$ cat src/rtl/pkg_sha3.sv
// Shared SHA3 constants and types for the message padder and its lane generator.
// The rate geometry defaults to SHA3-256: 17 lanes of 64 bits per absorb block.
package pkg_sha3;

    localparam int SHA3_RATE_LINES = 17;
    localparam int SHA3_LINE_W     = $clog2(SHA3_RATE_LINES);

    localparam logic [7:0] SHA3_DOMAIN_SHA3  = 8'h06;
    localparam logic [7:0] SHA3_DOMAIN_SHAKE = 8'h1F;
    localparam logic [7:0] SHA3_PAD_FINAL    = 8'h80;

    typedef enum logic [1:0] {ST_DATA, ST_PAD, ST_FILL} ssPad_t;

    // Selects which kind of lane the generator builds.
    typedef enum logic [1:0] {LANE_DATA, LANE_PAD, LANE_FILL} lane_mode_t;

    // Keeps bytes [nbytes-1:0] of a lane and clears the rest.
    function automatic logic [63:0] byte_keep_mask(input logic [3:0] nbytes);
        logic [63:0] mask;
        for (int i = 0; i < 8; i++) begin
            mask[8*i +: 8] = (i < int'(nbytes)) ? 8'hFF : 8'h00;
        end
        return mask;
    endfunction

endpackage

$ cat src/rtl/sha3_pad_lane_gen.sv
// Combinational builder of one padded lane from a message word, byte count, block line and mode.
// msg_end marks the lane that closes the final block; full_tail marks a last word with no room for padding.
module sha3_pad_lane_gen
    import pkg_sha3::*;
#(
    parameter int         RATE_LINES  = SHA3_RATE_LINES,
    parameter logic [7:0] DOMAIN_BYTE = SHA3_DOMAIN_SHA3,
    localparam int        LINE_W      = $clog2(RATE_LINES)
) (
    input  logic [63:0]       data,
    input  logic [3:0]        nbytes,
    input  logic              last,
    input  logic [LINE_W-1:0] line,
    input  logic [1:0]        mode,
    output logic [63:0]       lane,
    output logic              full_tail,
    output logic              msg_end
);

    localparam logic [LINE_W-1:0] LINE_MAX = LINE_W'(RATE_LINES - 1);

    lane_mode_t  mode_e;
    logic [3:0]  nb_eff;
    logic        end_line;

    assign mode_e   = lane_mode_t'(mode);
    assign nb_eff   = (nbytes > 4'd8) ? 4'd8 : nbytes;
    assign end_line = (line == LINE_MAX);

    // NOTE: every output gets a default before the case so no path can infer a latch.
    always_comb begin
        lane      = '0;
        full_tail = 1'b0;
        msg_end   = 1'b0;
        unique case (mode_e)
            LANE_DATA: begin
                if (!last) begin
                    lane = data;
                end else begin
                    lane = data & byte_keep_mask(nb_eff);
                    if (nb_eff == 4'd8) begin
                        full_tail = 1'b1;
                    end else begin
                        lane[{nb_eff[2:0], 3'b000} +: 8] = lane[{nb_eff[2:0], 3'b000} +: 8] | DOMAIN_BYTE;
                        if (end_line) begin
                            lane[63:56] = lane[63:56] | SHA3_PAD_FINAL;
                            msg_end     = 1'b1;
                        end
                    end
                end
            end
            LANE_PAD: begin
                // A whole-word tail ending on the second-to-last line puts both pad bits in this lane.
                lane = {56'h0, DOMAIN_BYTE};
                if (end_line) begin
                    lane[63:56] = SHA3_PAD_FINAL;
                    msg_end     = 1'b1;
                end
            end
            LANE_FILL: begin
                if (end_line) begin
                    lane    = {SHA3_PAD_FINAL, 56'h0};
                    msg_end = 1'b1;
                end
            end
            default: lane = '0;
        endcase
    end

endmodule

$ cat src/rtl/sha3_msg_padder.sv
// Turns a 64-bit message word stream into pad10*1-padded rate blocks, one lane per output handshake.
// A single registered output slot gives one cycle of latency and holds its lane while stalled.
module sha3_msg_padder
    import pkg_sha3::*;
#(
    parameter int         RATE_LINES  = SHA3_RATE_LINES,
    parameter logic [7:0] DOMAIN_BYTE = SHA3_DOMAIN_SHA3
) (
    input  logic        clk,
    input  logic        rst,
    input  logic        in_valid,
    output logic        in_ready,
    input  logic [63:0] in_data,
    input  logic        in_last,
    input  logic [3:0]  in_nbytes,
    output logic        out_valid,
    input  logic        out_ready,
    output logic [63:0] out_data,
    output logic        out_block_last,
    output logic        out_msg_last
);

    localparam int                LINE_W   = $clog2(RATE_LINES);
    localparam logic [LINE_W-1:0] LINE_MAX = LINE_W'(RATE_LINES - 1);

    ssPad_t            state;
    logic [LINE_W-1:0] line_cnt;
    logic              out_ok;
    logic              load;
    lane_mode_t        lane_mode;
    logic [63:0]       lane;
    logic              full_tail;
    logic              msg_end;

    assign out_ok   = !out_valid || out_ready;
    assign in_ready = !rst && (state == ST_DATA) && out_ok;
    // Padding lanes are generated internally, so only data lanes wait for the upstream word.
    assign load     = out_ok && ((state != ST_DATA) || in_valid);

    always_comb begin
        unique case (state)
            ST_PAD:  lane_mode = LANE_PAD;
            ST_FILL: lane_mode = LANE_FILL;
            default: lane_mode = LANE_DATA;
        endcase
    end

    sha3_pad_lane_gen #(
        .RATE_LINES  (RATE_LINES),
        .DOMAIN_BYTE (DOMAIN_BYTE)
    ) u_lane_gen (
        .data      (in_data),
        .nbytes    (in_nbytes),
        .last      (in_last),
        .line      (line_cnt),
        .mode      (lane_mode),
        .lane      (lane),
        .full_tail (full_tail),
        .msg_end   (msg_end)
    );

    // NOTE: sequential state uses non-blocking assignments so every register samples pre-edge values.
    always_ff @(posedge clk) begin
        if (rst) begin
            state          <= ST_DATA;
            line_cnt       <= '0;
            out_valid      <= 1'b0;
            out_data       <= '0;
            out_block_last <= 1'b0;
            out_msg_last   <= 1'b0;
        end else if (out_ok) begin
            out_valid <= load;
            if (load) begin
                out_data       <= lane;
                out_block_last <= (line_cnt == LINE_MAX);
                out_msg_last   <= msg_end;
                line_cnt       <= (line_cnt == LINE_MAX) ? '0 : line_cnt + LINE_W'(1);
                unique case (state)
                    ST_DATA: begin
                        if (in_last) begin
                            if (full_tail)    state <= ST_PAD;
                            else if (!msg_end) state <= ST_FILL;
                        end
                    end
                    ST_PAD:  state <= msg_end ? ST_DATA : ST_FILL;
                    ST_FILL: if (msg_end) state <= ST_DATA;
                    default: state <= ST_DATA;
                endcase
            end
        end
    end

endmodule

$ cat config.mk
export PLATFORM = sky130hd
export DESIGN_NAME = sha3_msg_padder
export DESIGN_NICKNAME = d
export VERILOG_FILES = /design/src/rtl/pkg_sha3.sv /design/src/rtl/sha3_pad_lane_gen.sv /design/src/rtl/sha3_msg_padder.sv
export SDC_FILE = /design/constraint.sdc
export NUM_CORES = 1
export LEC_CHECK = 0
export BUFFER_PORTS_ARGS = -buffer_cell sky130_fd_sc_hd__buf_4
export CORE_ASPECT_RATIO = 1.4
export CORE_UTILIZATION = 45
export DETAILED_ROUTE_END_ITERATION = 8
export PLACE_DENSITY = 0.76
export SYNTH_ARGS = -nofsm -noshare
export SYNTH_HDL_FRONTEND = slang
export SYNTH_SLANG_ARGS = --single-unit
$ cat constraint.sdc
create_clock -name clk -period 2.21 [get_ports clk]
set_input_delay 0 -clock clk [delete_from_list [all_inputs] [get_ports clk]]
set_output_delay 0 -clock clk [all_outputs]
set_load 0.005 [all_outputs]
==> metrics.md <==
| Metric | Value |
|---|---|
| Initial antenna violation count | 0 |
| Slew @ Worst Pin | 0.607 ns |
| Dpl ws | -0.0208 ns |
| Detailed-route via count | 4,704 |
| Fmax | 490 MHz |
| Setup crit start | state[0] |
| Clock Pin Slew Worst Setup and Hold Paths | 0.06 ns |
| Setup WS post-layout | 0.169 ns |
| Root Buffer | clkbuf_16 |
| Num CTS Buffers | 9 |
| WHS Endpoint | out_data[49] |
| Clock Tree Buf Depth | 2 |
| Post-synth EDFFs | 0 |
| Setup slack, reg-to-reg | 0.17 ns |
| Req. time, crit path | 2.47 ns |
| First-pass GRT wire length | 22,300 µm |
| Starting DRT DRC Count | 350 |
| Tot GR Track Use | 31.5% |
| WHS | 0.0204 ns |
| Mapped Cells | 495 |
| FF+latch count, synth | 74 |
| Final period util | 92.3% |
| Wire per inst | 17.5 µm |
| Top_reg_cell synth | dfxtp_1 |
| RSZ-0062 raised after global routing | no |
| Tmin final | 2.04 ns |
| Asr flop ratio synth | 0% |
| Total Power | 5.89 mW |
| Slew Limit Fails | 0 |
| Static leakage | 2.60 nW |
| Mapped cell area | 0.00403 mm² |
| Cell variety after synth | 59 |
| Core Area | 0.00861 mm² |
| Maximum VDD drop | 0.000660 V |
| Hold Path Stages | 4 |
| Crit path DAT | 2.31 ns |
| Final Setup Violations | 0 |
| CTS sink cnt | 74 |
| Die X | 82.0 µm |
| Syn_nets | 578 |
| Num rows | 40 |
| Total Neg Setup Slack | 0 ns |
| Worst min-delay path startpoint | in_data[49] |
| Skew-Pair Late Insertion Delay | 0.33 ns |
| Vias per cell | 5.85 |
| Register area share after synthesis | 36.8% |
| Clock skew | 0.00372 ns |
| Via count of the first global-routing pass | 4,650 |
| Worst hold path class | input pin to flop |
| Final hold vios | 0 |
| GP Congestion | 0.915 |
| Nature of the critical path startpoint | flop |
| ANT cells | 0 |
| Pin count of the biggest net entering global routing | 47 |
| R2r endpoint | out_data[40] |
| Total Wirelength | 14,100 µm |
| CTS tree | built |
| Initial core utilization | 46.8% |
| Number of iterations in the first detailed-routing pass | 5 |
| Drt drc | 0 |
| # fillers | 687 |
| H-Tree Depth | 3 |
| DIE AREA | 0.00934 mm² |
| DIE HEIGHT | 114 µm |
| I/O Pins | 141 |
| Pwr/cell area | 957 mW/mm² |
| Antenna Nets Post-Route | 0 |
| Crit path kind | flop to flop |
| Most frequent cells in the layout | buf_4 (171), nand2_1 (75), dfxtp_1 (74) |
| Status | finished clean |
| Post-DP HPWL | 9850 µm |
| Port-buffer cells | 140 |
| Rel. slew slack | 59.4% |
| Nets | 777 |
| Origin of the critical flop-to-flop path | state[0] |
| Synthesis warning total | 0 |
| Worst reg2reg path depth | 7 |
| Max Cap Viol | 0 |
| Critical Path End Type | flop |
| Mean Syn Cell Area | 8.14 µm² |
| Total gr overflow | 0 |
| CP max FO | 6 |
| Commonest non-fill, non-tap cell in the layout | buf_4 |
| Area growth from synthesis to layout | 52.7% |
| Layout cells sized above 1 | 30.0% |
==> timing repair <==
action	in CTS	in global routing
setup endpoints to repair	0	7
setup buffers	0	0
hold buffers	49	0
endpoints found under the hold margin	49	0
gates resized for setup	0	2
==> critical path, stage by stage (launching register included) <==
cell and delay [ns]:
dfxtp_1 0.42, inv_1 0.10, ha_1 0.33, a21oi_2 0.19
and3_1 0.39, and2_1 0.33, a22oi_1 0.11, nor2_1 0.10
==> synth_stat cells (all sizes together) (2+ instances only) <==
cell	count	area (µm²)
a31oi	5	31.3
o31ai	6	45.0
clkbuf	18	68.8
dfxtp	74	1480
ha	10	125
a22o	3	26.3
a21o	6	45.0
nand2	75	282
a21oi	35	175
a221o	2	20.0
and2	6	37.5
a22oi	24	180
a32oi	4	35.0
nor3	5	25.0
buf	16	106
nand2b	10	62.6
a211o	2	17.5
and3	3	23.8
xor2	3	26.3
nand3b	2	15.0
a221oi	19	204
a211oi	2	15.0
nor2	54	208
o211ai	34	255
nor4b	3	47.5
inv	10	37.5
nor3b	3	37.5
nor2b	4	25.0
nand3	6	35.0
nand4	2	12.5
o21ai	32	160
==> sequential cells by signal, indices dropped and copies added, names as in the netlist <==
| signal | flops |
|---|---|
| out_msg_last | 1 |
| out_block_last | 1 |
| state | 2 |
| out_data | 64 |
| line_cnt | 5 |
| out_valid | 1 |
==> layout make-up <==
class	instances	area [µm²]	area share [%]
multi-input cells	377	2360	38.3
repair buffers	222	1810	29.5
flip-flops and latches	74	1480	24.1
clock buffers	12	256	4.17
well taps	105	131	2.14
clock inverters	4	73.8	1.20
inverters	10	37.5	0.610
==> where the power goes <==
| group | switching [mW] | internal (mW) |
|---|---|---|
| logic | 1.23 | 1.18 |
| registers | 0.208 | 1.67 |
| clock network | 0.555 | 1.05 |
| total | 1.99 | 3.90 |
==> stage by stage <==
stage               cells  util, %  area [µm²]
floorplan             495        -        4050
global placement      739     61.9        5330
detailed placement    739     61.9        5330
CTS                   804     71.4        6150
global route          804     71.5        6150
finish                804     71.5        6150
==> cell families after synthesis <==
kind of cell	share of synthesized area, %
compound gates	31.7
xor+xnor	0.870
fa+ha+maj	3.11
buf+inv	5.28
flops	36.8
mux	0.249
simple gates	22.0
==> worst max-delay path by stage <==
stage                         to  slack (ns)  depth (start not counted)
CTS                 out_data[40]        0.13                          7
global placement    out_data[48]        0.09                          8
global route        out_data[36]       0.002                          8
detailed placement  out_data[51]       -0.02                          8
floorplan           out_data[48]       0.003                         11
finish              out_data[40]        0.17                          7
==> metal layers <==
layer  track usage (%)  vias to the layer above  routed length, µm
met5                 0                        -                  0
met4              22.8                        0                755
met3              6.16                       61                846
met2              53.6                      246               7230
met1              33.5                     2169               5240
li1                  -                     2228                  -
Note: power is estimated with default switching activity, not from simulation.
